==> src/rtl/muldiv_if.sv <==
// Request/result bundle between the EX stage and the multiply/divide unit.
interface muldiv_if #(
  parameter int WIDTH = 32
);
  logic             start;
  logic [2:0]       op;
  logic [WIDTH-1:0] a;
  logic [WIDTH-1:0] b;
  logic             cancel;
  logic             busy;
  logic             done;
  logic             div0;
  logic [WIDTH-1:0] hi;
  logic [WIDTH-1:0] lo;

  modport master (
    output start, op, a, b, cancel,
    input  busy, done, div0, hi, lo
  );

  modport slave (
    input  start, op, a, b, cancel,
    output busy, done, div0, hi, lo
  );
endinterface

==> src/rtl/muldiv_unit.sv <==
// Multi-cycle MIPS multiply/divide unit with architectural HI/LO registers.
// Define MULDIV_FAST_MUL_EN for a single-cycle multiplier (divide stays iterative).
//
// state | meaning
// IDLE  | accepts start; MTHI/MTLO write immediately
// RUN   | one multiplier/quotient bit per cycle, counter WIDTH-1 down to 0
// FIX   | sign correction, HI/LO write, done pulse
module muldiv_unit #(
  parameter int WIDTH = 32
) (
  input  logic     clk,
  input  logic     rst_n,
  muldiv_if.slave  bus
);
  localparam int CW = $clog2(WIDTH);
  localparam logic [1:0] IDLE = 2'd0;
  localparam logic [1:0] RUN  = 2'd1;
  localparam logic [1:0] FIX  = 2'd2;

  logic [1:0]         state_q, state_d;
  logic [CW-1:0]      cnt_q, cnt_d;
  logic [2*WIDTH-1:0] acc_q, acc_d;
  logic [WIDTH-1:0]   opb_q, opb_d, a_q, a_d, hi_q, hi_d, lo_q, lo_d;
  logic is_div_q, is_div_d, qneg_q, qneg_d, rneg_q, rneg_d, bzero_q, bzero_d;
  logic busy_q, busy_d, done_q, done_d, div0_q, div0_d;

  logic               op_mul, op_div, op_sgn, a_neg, b_neg;
  logic [WIDTH-1:0]   a_mag, b_mag, quot, rem;
  logic [WIDTH:0]     mul_sum, div_trial, div_rem;
  logic               div_ge;
  logic [2*WIDTH-1:0] mul_next, div_next, mul_res;

  always_comb begin
    op_mul = (bus.op == 3'd1) || (bus.op == 3'd2);
    op_div = (bus.op == 3'd3) || (bus.op == 3'd4);
    op_sgn = (bus.op == 3'd1) || (bus.op == 3'd3);
    a_neg  = op_sgn & bus.a[WIDTH-1];
    b_neg  = op_sgn & bus.b[WIDTH-1];
    a_mag  = a_neg ? -bus.a : bus.a;
    b_mag  = b_neg ? -bus.b : bus.b;
  end

  // Shift-add keeps the multiplier in the low half and shifts the sum in from the top.
  always_comb begin
    mul_sum   = {1'b0, acc_q[2*WIDTH-1:WIDTH]} + {1'b0, (acc_q[0] ? opb_q : '0)};
    mul_next  = {mul_sum, acc_q[WIDTH-1:1]};
    div_trial = {acc_q[2*WIDTH-1:WIDTH], acc_q[WIDTH-1]};
    div_ge    = div_trial >= {1'b0, opb_q};
    div_rem   = div_ge ? (div_trial - {1'b0, opb_q}) : div_trial;
    div_next  = {div_rem[WIDTH-1:0], acc_q[WIDTH-2:0], div_ge};
    mul_res   = qneg_q ? -acc_q : acc_q;
    quot      = acc_q[WIDTH-1:0];
    rem       = acc_q[2*WIDTH-1:WIDTH];
  end

  always_comb begin
    state_d  = state_q;
    cnt_d    = cnt_q;
    acc_d    = acc_q;
    opb_d    = opb_q;
    a_d      = a_q;
    hi_d     = hi_q;
    lo_d     = lo_q;
    is_div_d = is_div_q;
    qneg_d   = qneg_q;
    rneg_d   = rneg_q;
    bzero_d  = bzero_q;
    busy_d   = busy_q;
    done_d   = 1'b0;
    div0_d   = div0_q;
    if (bus.cancel) begin
      state_d = IDLE;
      busy_d  = 1'b0;
    end else begin
      case (state_q)
        IDLE: begin
          if (bus.start) begin
            if (op_mul || op_div) begin
              is_div_d = op_div;
              qneg_d   = a_neg ^ b_neg;
              rneg_d   = a_neg;
              bzero_d  = (bus.b == '0);
              a_d      = bus.a;
              opb_d    = op_mul ? a_mag : b_mag;
              acc_d    = {{WIDTH{1'b0}}, (op_mul ? b_mag : a_mag)};
              cnt_d    = CW'(WIDTH - 1);
              state_d  = RUN;
              busy_d   = 1'b1;
`ifdef MULDIV_FAST_MUL_EN
              if (op_mul) begin
                acc_d   = {{WIDTH{1'b0}}, a_mag} * {{WIDTH{1'b0}}, b_mag};
                state_d = FIX;
              end
`endif
            end else if (bus.op == 3'd5) begin
              hi_d = bus.a;
            end else if (bus.op == 3'd6) begin
              lo_d = bus.a;
            end
          end
        end
        RUN: begin
          acc_d = is_div_q ? div_next : mul_next;
          cnt_d = cnt_q - 1'b1;
          if (cnt_q == '0) state_d = FIX;
        end
        FIX: begin
          state_d = IDLE;
          busy_d  = 1'b0;
          done_d  = 1'b1;
          if (!is_div_q) begin
            hi_d   = mul_res[2*WIDTH-1:WIDTH];
            lo_d   = mul_res[WIDTH-1:0];
            div0_d = 1'b0;
          end else if (bzero_q) begin
            hi_d   = a_q;
            lo_d   = '1;
            div0_d = 1'b1;
          end else begin
            // MIN/-1 falls out naturally: 2^(WIDTH-1) negated is MIN, remainder 0.
            hi_d   = rneg_q ? -rem : rem;
            lo_d   = qneg_q ? -quot : quot;
            div0_d = 1'b0;
          end
        end
        default: begin
          state_d = IDLE;
          busy_d  = 1'b0;
        end
      endcase
    end
  end

  always_ff @(posedge clk) begin
    if (!rst_n) begin
      state_q  <= IDLE;
      cnt_q    <= '0;
      acc_q    <= '0;
      opb_q    <= '0;
      a_q      <= '0;
      hi_q     <= '0;
      lo_q     <= '0;
      is_div_q <= 1'b0;
      qneg_q   <= 1'b0;
      rneg_q   <= 1'b0;
      bzero_q  <= 1'b0;
      busy_q   <= 1'b0;
      done_q   <= 1'b0;
      div0_q   <= 1'b0;
    end else begin
      state_q  <= state_d;
      cnt_q    <= cnt_d;
      acc_q    <= acc_d;
      opb_q    <= opb_d;
      a_q      <= a_d;
      hi_q     <= hi_d;
      lo_q     <= lo_d;
      is_div_q <= is_div_d;
      qneg_q   <= qneg_d;
      rneg_q   <= rneg_d;
      bzero_q  <= bzero_d;
      busy_q   <= busy_d;
      done_q   <= done_d;
      div0_q   <= div0_d;
    end
  end

  assign bus.busy = busy_q;
  assign bus.done = done_q;
  assign bus.div0 = div0_q;
  assign bus.hi   = hi_q;
  assign bus.lo   = lo_q;
endmodule

==> src/flat_wrapper.sv <==
// flat-port wrapper written by rule: the top's interface ports become plain ports
module muldiv_unit_flat 
#(
  parameter int WIDTH = 32
)
  (clk, rst_n, bus_start, bus_op, bus_a, bus_b, bus_cancel, bus_busy, bus_done, bus_div0, bus_hi, bus_lo);
  muldiv_if #(.WIDTH(WIDTH)) bus_i ();
  input  logic clk;
  input  logic rst_n;
  input wire logic [$bits(bus_i.start)-1:0] bus_start;
  input wire logic [$bits(bus_i.op)-1:0] bus_op;
  input wire logic [$bits(bus_i.a)-1:0] bus_a;
  input wire logic [$bits(bus_i.b)-1:0] bus_b;
  input wire logic [$bits(bus_i.cancel)-1:0] bus_cancel;
  output wire logic [$bits(bus_i.busy)-1:0] bus_busy;
  output wire logic [$bits(bus_i.done)-1:0] bus_done;
  output wire logic [$bits(bus_i.div0)-1:0] bus_div0;
  output wire logic [$bits(bus_i.hi)-1:0] bus_hi;
  output wire logic [$bits(bus_i.lo)-1:0] bus_lo;
  assign bus_i.start = bus_start;
  assign bus_i.op = bus_op;
  assign bus_i.a = bus_a;
  assign bus_i.b = bus_b;
  assign bus_i.cancel = bus_cancel;
  assign bus_busy = bus_i.busy;
  assign bus_done = bus_i.done;
  assign bus_div0 = bus_i.div0;
  assign bus_hi = bus_i.hi;
  assign bus_lo = bus_i.lo;
  muldiv_unit #(.WIDTH(WIDTH)) u_core (.clk(clk), .rst_n(rst_n), .bus(bus_i));
endmodule
==> config.mk <==
export PLATFORM = sky130hd
export DESIGN_NAME = muldiv_unit_flat
export DESIGN_NICKNAME = d
export VERILOG_FILES = /design/src/rtl/muldiv_if.sv /design/src/rtl/muldiv_unit.sv /design/src/flat_wrapper.sv
export SDC_FILE = /design/constraint.sdc
export NUM_CORES = 1
export LEC_CHECK = 0
export CAP_MARGIN = 20
export CORE_ASPECT_RATIO = 1.4
export CORE_UTILIZATION = 60
export CTS_BUF_LIST = sky130_fd_sc_hd__clkbuf_16
export DETAILED_ROUTE_END_ITERATION = 10
export PLACE_DENSITY = 0.81
export SLEW_MARGIN = 20
export SYNTH_ARGS = -nofsm -noshare
export SYNTH_HDL_FRONTEND = slang
export SYNTH_SLANG_ARGS = --single-unit
==> constraint.sdc <==
create_clock -name clk -period 4.07 [get_ports clk]
set_clock_uncertainty 0.2 [all_clocks]
set_input_delay 0.814 -clock clk [delete_from_list [all_inputs] [get_ports clk]]
set_output_delay 0.814 -clock clk [all_outputs]
set_load 0.02 [all_outputs]
==> summary.txt <==
Outcome
  • Outcome: finished, final reports clean

Setup path
  • CP Cell Sequence: or4_1 -> or3_1 -> or4_1 -> or2_4 -> o41ai_2 -> mux2_2 -> o22ai_1 -> o211ai_2 -> a21oi_2
  • Worst R2R Start: u_core.acc_q[3]
  • Arr. time, crit path: 4160 ps
  • Crit-path max FO: 8
  • Startpoint types: register
  • FF-to-FF End: u_core.bus.hi[12]
  • Worst path most repeated cell: or4_1
  • Max incr delay on CP: 740 ps
  • Critical Path Slowest Stage Cell: or4_1
  • Buf/Inv on CP: 0
  • Crit path kind: reg2reg
  • Critical path required time: 4360 ps
  • Worst setup EP type: register
  • Setup slack, reg-to-reg: 200 ps
  • Cells on worst reg2reg path: 9
  • Crit path max-delay family: simple AND/OR/NAND/NOR gates
  • Setup crit start: u_core.acc_q[3]

Logic synthesis
  • Yosys synthesis warning count: 0
  • Synth Flop Type: dfxtp_1
  • Mapped Nets: 2507
  • Post-Syn Instances: 2364
  • Fraction of registers with async set/reset: 0%
  • Syn avg cell area: 7.12 um2
  • Seq/Total Area, Yosys: 24.5%
  • Post-Syn Area: 16800 um2
  • Top area cells in the synthesized netlist: dfxtp_1 (24%), a21oi_1 (8.2%), nand2_1 (7.8%)
  • Top cell type's share of synthesized area: 24.5%
  • Cell variety after synth: 81
  • Cell accounting for the most synthesized area: dfxtp_1
  • Seq cells post-synth: 206
  • EDFF count, synth: 0

Min path
  • Worst Min Path Start: u_core.opb_q[14]
  • HP Class: reg2reg
  • Worst hold path stage count: 2
  • Hold Path End: u_core.opb_q[14]

Floorplan
  • # IOs: 138
  • Core ar.: 27600 um2
  • Initial core utilization: 61.1%
  • Die Wd: 144 um
  • FP Rows: 72
  • Die span in y: 200 um
  • Die area: 28800 um2

Timing
  • Max Fclk: 258 MHz
  • Setup TNS: 0 ps
  • Slew HR: 34.5%
  • Final Hold Viols: 0
  • RSZ-0062 raised after global routing: false
  • Post-route clock period utilization: 95.2%
  • Setup violators final: 0
  • Worst Max-Slew Pin Slew: 982 ps
  • Minimum clock period: 3870 ps
  • Pins Over Slew Limit: 0

Job
  • Maxcap violations: 0

CTS
  • CTS tree: done
  • PostCTS Resize Cnt: 0
  • Clock transition at path regs: 70 ps
  • H-tree depth: 1
  • Root Buffer: clkbuf_16
  • Bufs on Longest Clock Path: 3
  • CTS buffer count: 23
  • CTS sink count: 206
  • Hold buffer count at CTS: 0
  • Clk_lat worst skew: 560 ps
  • Postcts setup bufs: 0

GRT
  • GR Overflow Total: 0
  • Global-route wire length before repair: 106 mm
  • Initial antenna violation count: 1
  • Largest net degree at the start of global routing: 145
  • Gr usage total: 48.3%
  • Number of global-route vias before repair: 18500

Detailed routing
  • Wire length per cell: 24.7 um
  • Vias/cell: 6.89
  • Vias: 19600
  • Detail Route Antenna Nets: 0
  • Violation count after the first detailed-routing iteration: 2368
  • Pre-antenna DRT Iters: 8
  • DRC violations left: 0
  • Final WL: 70.3 mm

Pwr
  • Leakage: 7.62 nW
  • Max IR drop VDD: 0.368 mV
  • Cell area power density: 314 nW/um2

Placed design
  • Final HPWL DP: 52.7 mm
  • Dpl cell area: 19000 um2
  • Buffers on Ports: 137
  • GP Congestion: 1.06

Layout
  • Final nets: 2603
  • Share of cells above drive strength 1: 8.44%
  • Final instance area: 19800 um2
  • Inserted Diodes: 0
  • Filler instances: 2322
  • P&R area growth vs syn: 17.6%
==> tightest hold or removal path, cell delays in order, from the launching register on <==
cell and delay (ps):
dfxtp_1 310, nand2_1 50, a21oi_1 50
==> sequential cells by signal, summed over array words and instances (netlist names) <==
register,count
u_core.opb_q,32
u_core.bus.done,1
u_core.a_q,32
u_core.bzero_q,1
u_core.cnt_q,5
u_core.acc_q,64
u_core.rneg_q,1
u_core.state_q,2
u_core.qneg_q,1
u_core.bus.hi,32
u_core.bus.busy,1
u_core.is_div_q,1
u_core.bus.div0,1
u_core.bus.lo,32
==> cell type report <==
type	instances	area, um2	area share (%)
timing repair buffer	256	2340	11.8
multi-input combinational	1904	11800	59.5
sequential	206	4130	20.9
clock inverter	19	241	1.22
clock buffer	23	576	2.91
tap	370	463	2.34
inverter	69	262	1.32
==> routing by layer <==
metal | global-route usage, % | vias up | wire (um)
li1 | - | 8718 | -
met1 | 55.2 | 9119 | 24300
met2 | 76.8 | 1356 | 31700
met3 | 9.61 | 420 | 7250
met4 | 40.5 | 2 | 7020
met5 | 0 | - | 8
==> where the power goes <==
part           switching [mW]  leakage, nW  internal, mW  total [mW]
Clock                   0.976        0.404          1.36        2.34
Sequential             0.0814         1.67          2.09        2.18
Combinational            1.06         5.54         0.646        1.71
Total                    2.12         7.62          4.11        6.22
==> cell usage in the layout (no fill, tap or decap), types with 20 or more instances in the layout <==
cell type / netlist / layout
inv_1: 68 / 70
buf_4: 0 / 113
o31ai_1: 27 / 27
nand2_1: 349 / 348
ha_1: 70 / 70
a22oi_1: 20 / 20
o21ai_0: 160 / 159
o211ai_1: 45 / 45
xor2_1: 58 / 58
a21o_1: 36 / 35
o221ai_1: 41 / 41
nor3_1: 43 / 43
xnor2_1: 113 / 113
clkbuf_16: 0 / 23
nand3_1: 57 / 57
mux2i_1: 60 / 60
a21oi_1: 275 / 274
dfxtp_1: 206 / 204
clkdlybuf4s50_1: 0 / 137
nor2_1: 189 / 186
a211oi_1: 33 / 33
or3_1: 28 / 28
a31oi_1: 20 / 20
==> worst max-delay path by stage <==
stage / slack [ps] / cells past startpoint / endpoint
final: 200 / 9 / u_core.bus.hi[12]
after floorplan: 480 / 11 / u_core.bus.hi[12]
after detailed placement: 140 / 11 / u_core.acc_q[19]
after global routing: 80 / 11 / u_core.acc_q[0]
after global placement: 170 / 11 / u_core.acc_q[19]
after CTS: 210 / 9 / u_core.bus.hi[31]
==> through the flow <==
| stage | worst slack (ps) | util, % | cells | hold WS, ps | power (mW) |
|---|---|---|---|---|---|
| 6_report | 196 | 71.8 | 2847 | 251 | 6.22 |
| 5_1_grt | 79.6 | 71.8 | 2847 | 267 | 6.37 |
| 4_1_cts | 206 | 71.8 | 2847 | 254 | 6.13 |
| 3_5_place_dp | 136 | 68.8 | 2805 | 246 | 3.85 |
| 3_3_place_gp | 170 | 68.8 | 2805 | 239 | 3.82 |
| 2_1_floorplan | 475 | - | 2364 | 232 | 3.20 |
==> cells by family (layout without fill, tap and decap cells) <==
group / after synthesis / in the layout / share of synthesized area [%]
adders and majority gates: 72 / 72 / 5.44
DFF: 206 / 206 / 24.5
xor gates and xnor gates: 171 / 171 / 8.89
and+or+nand+nor: 803 / 803 / 21.5
muxes: 63 / 63 / 3.77
AOI/OAI and AO/OA: 795 / 795 / 30.1
buffers and inverters: 254 / 367 / 5.83
==> Yosys cell counts, drive strengths merged (33+ instances only) <==
cell type	number
inv	69
a21oi	276
a21o	36
nand2	349
o221ai	41
o21ai	165
nor2	189
ha	70
dfxtp	206
nor3	43
clkbuf	168
a211oi	33
o211ai	46
nand3	57
mux2i	60
xnor2	113
xor2	58
Power figures use the tool's default switching activity.
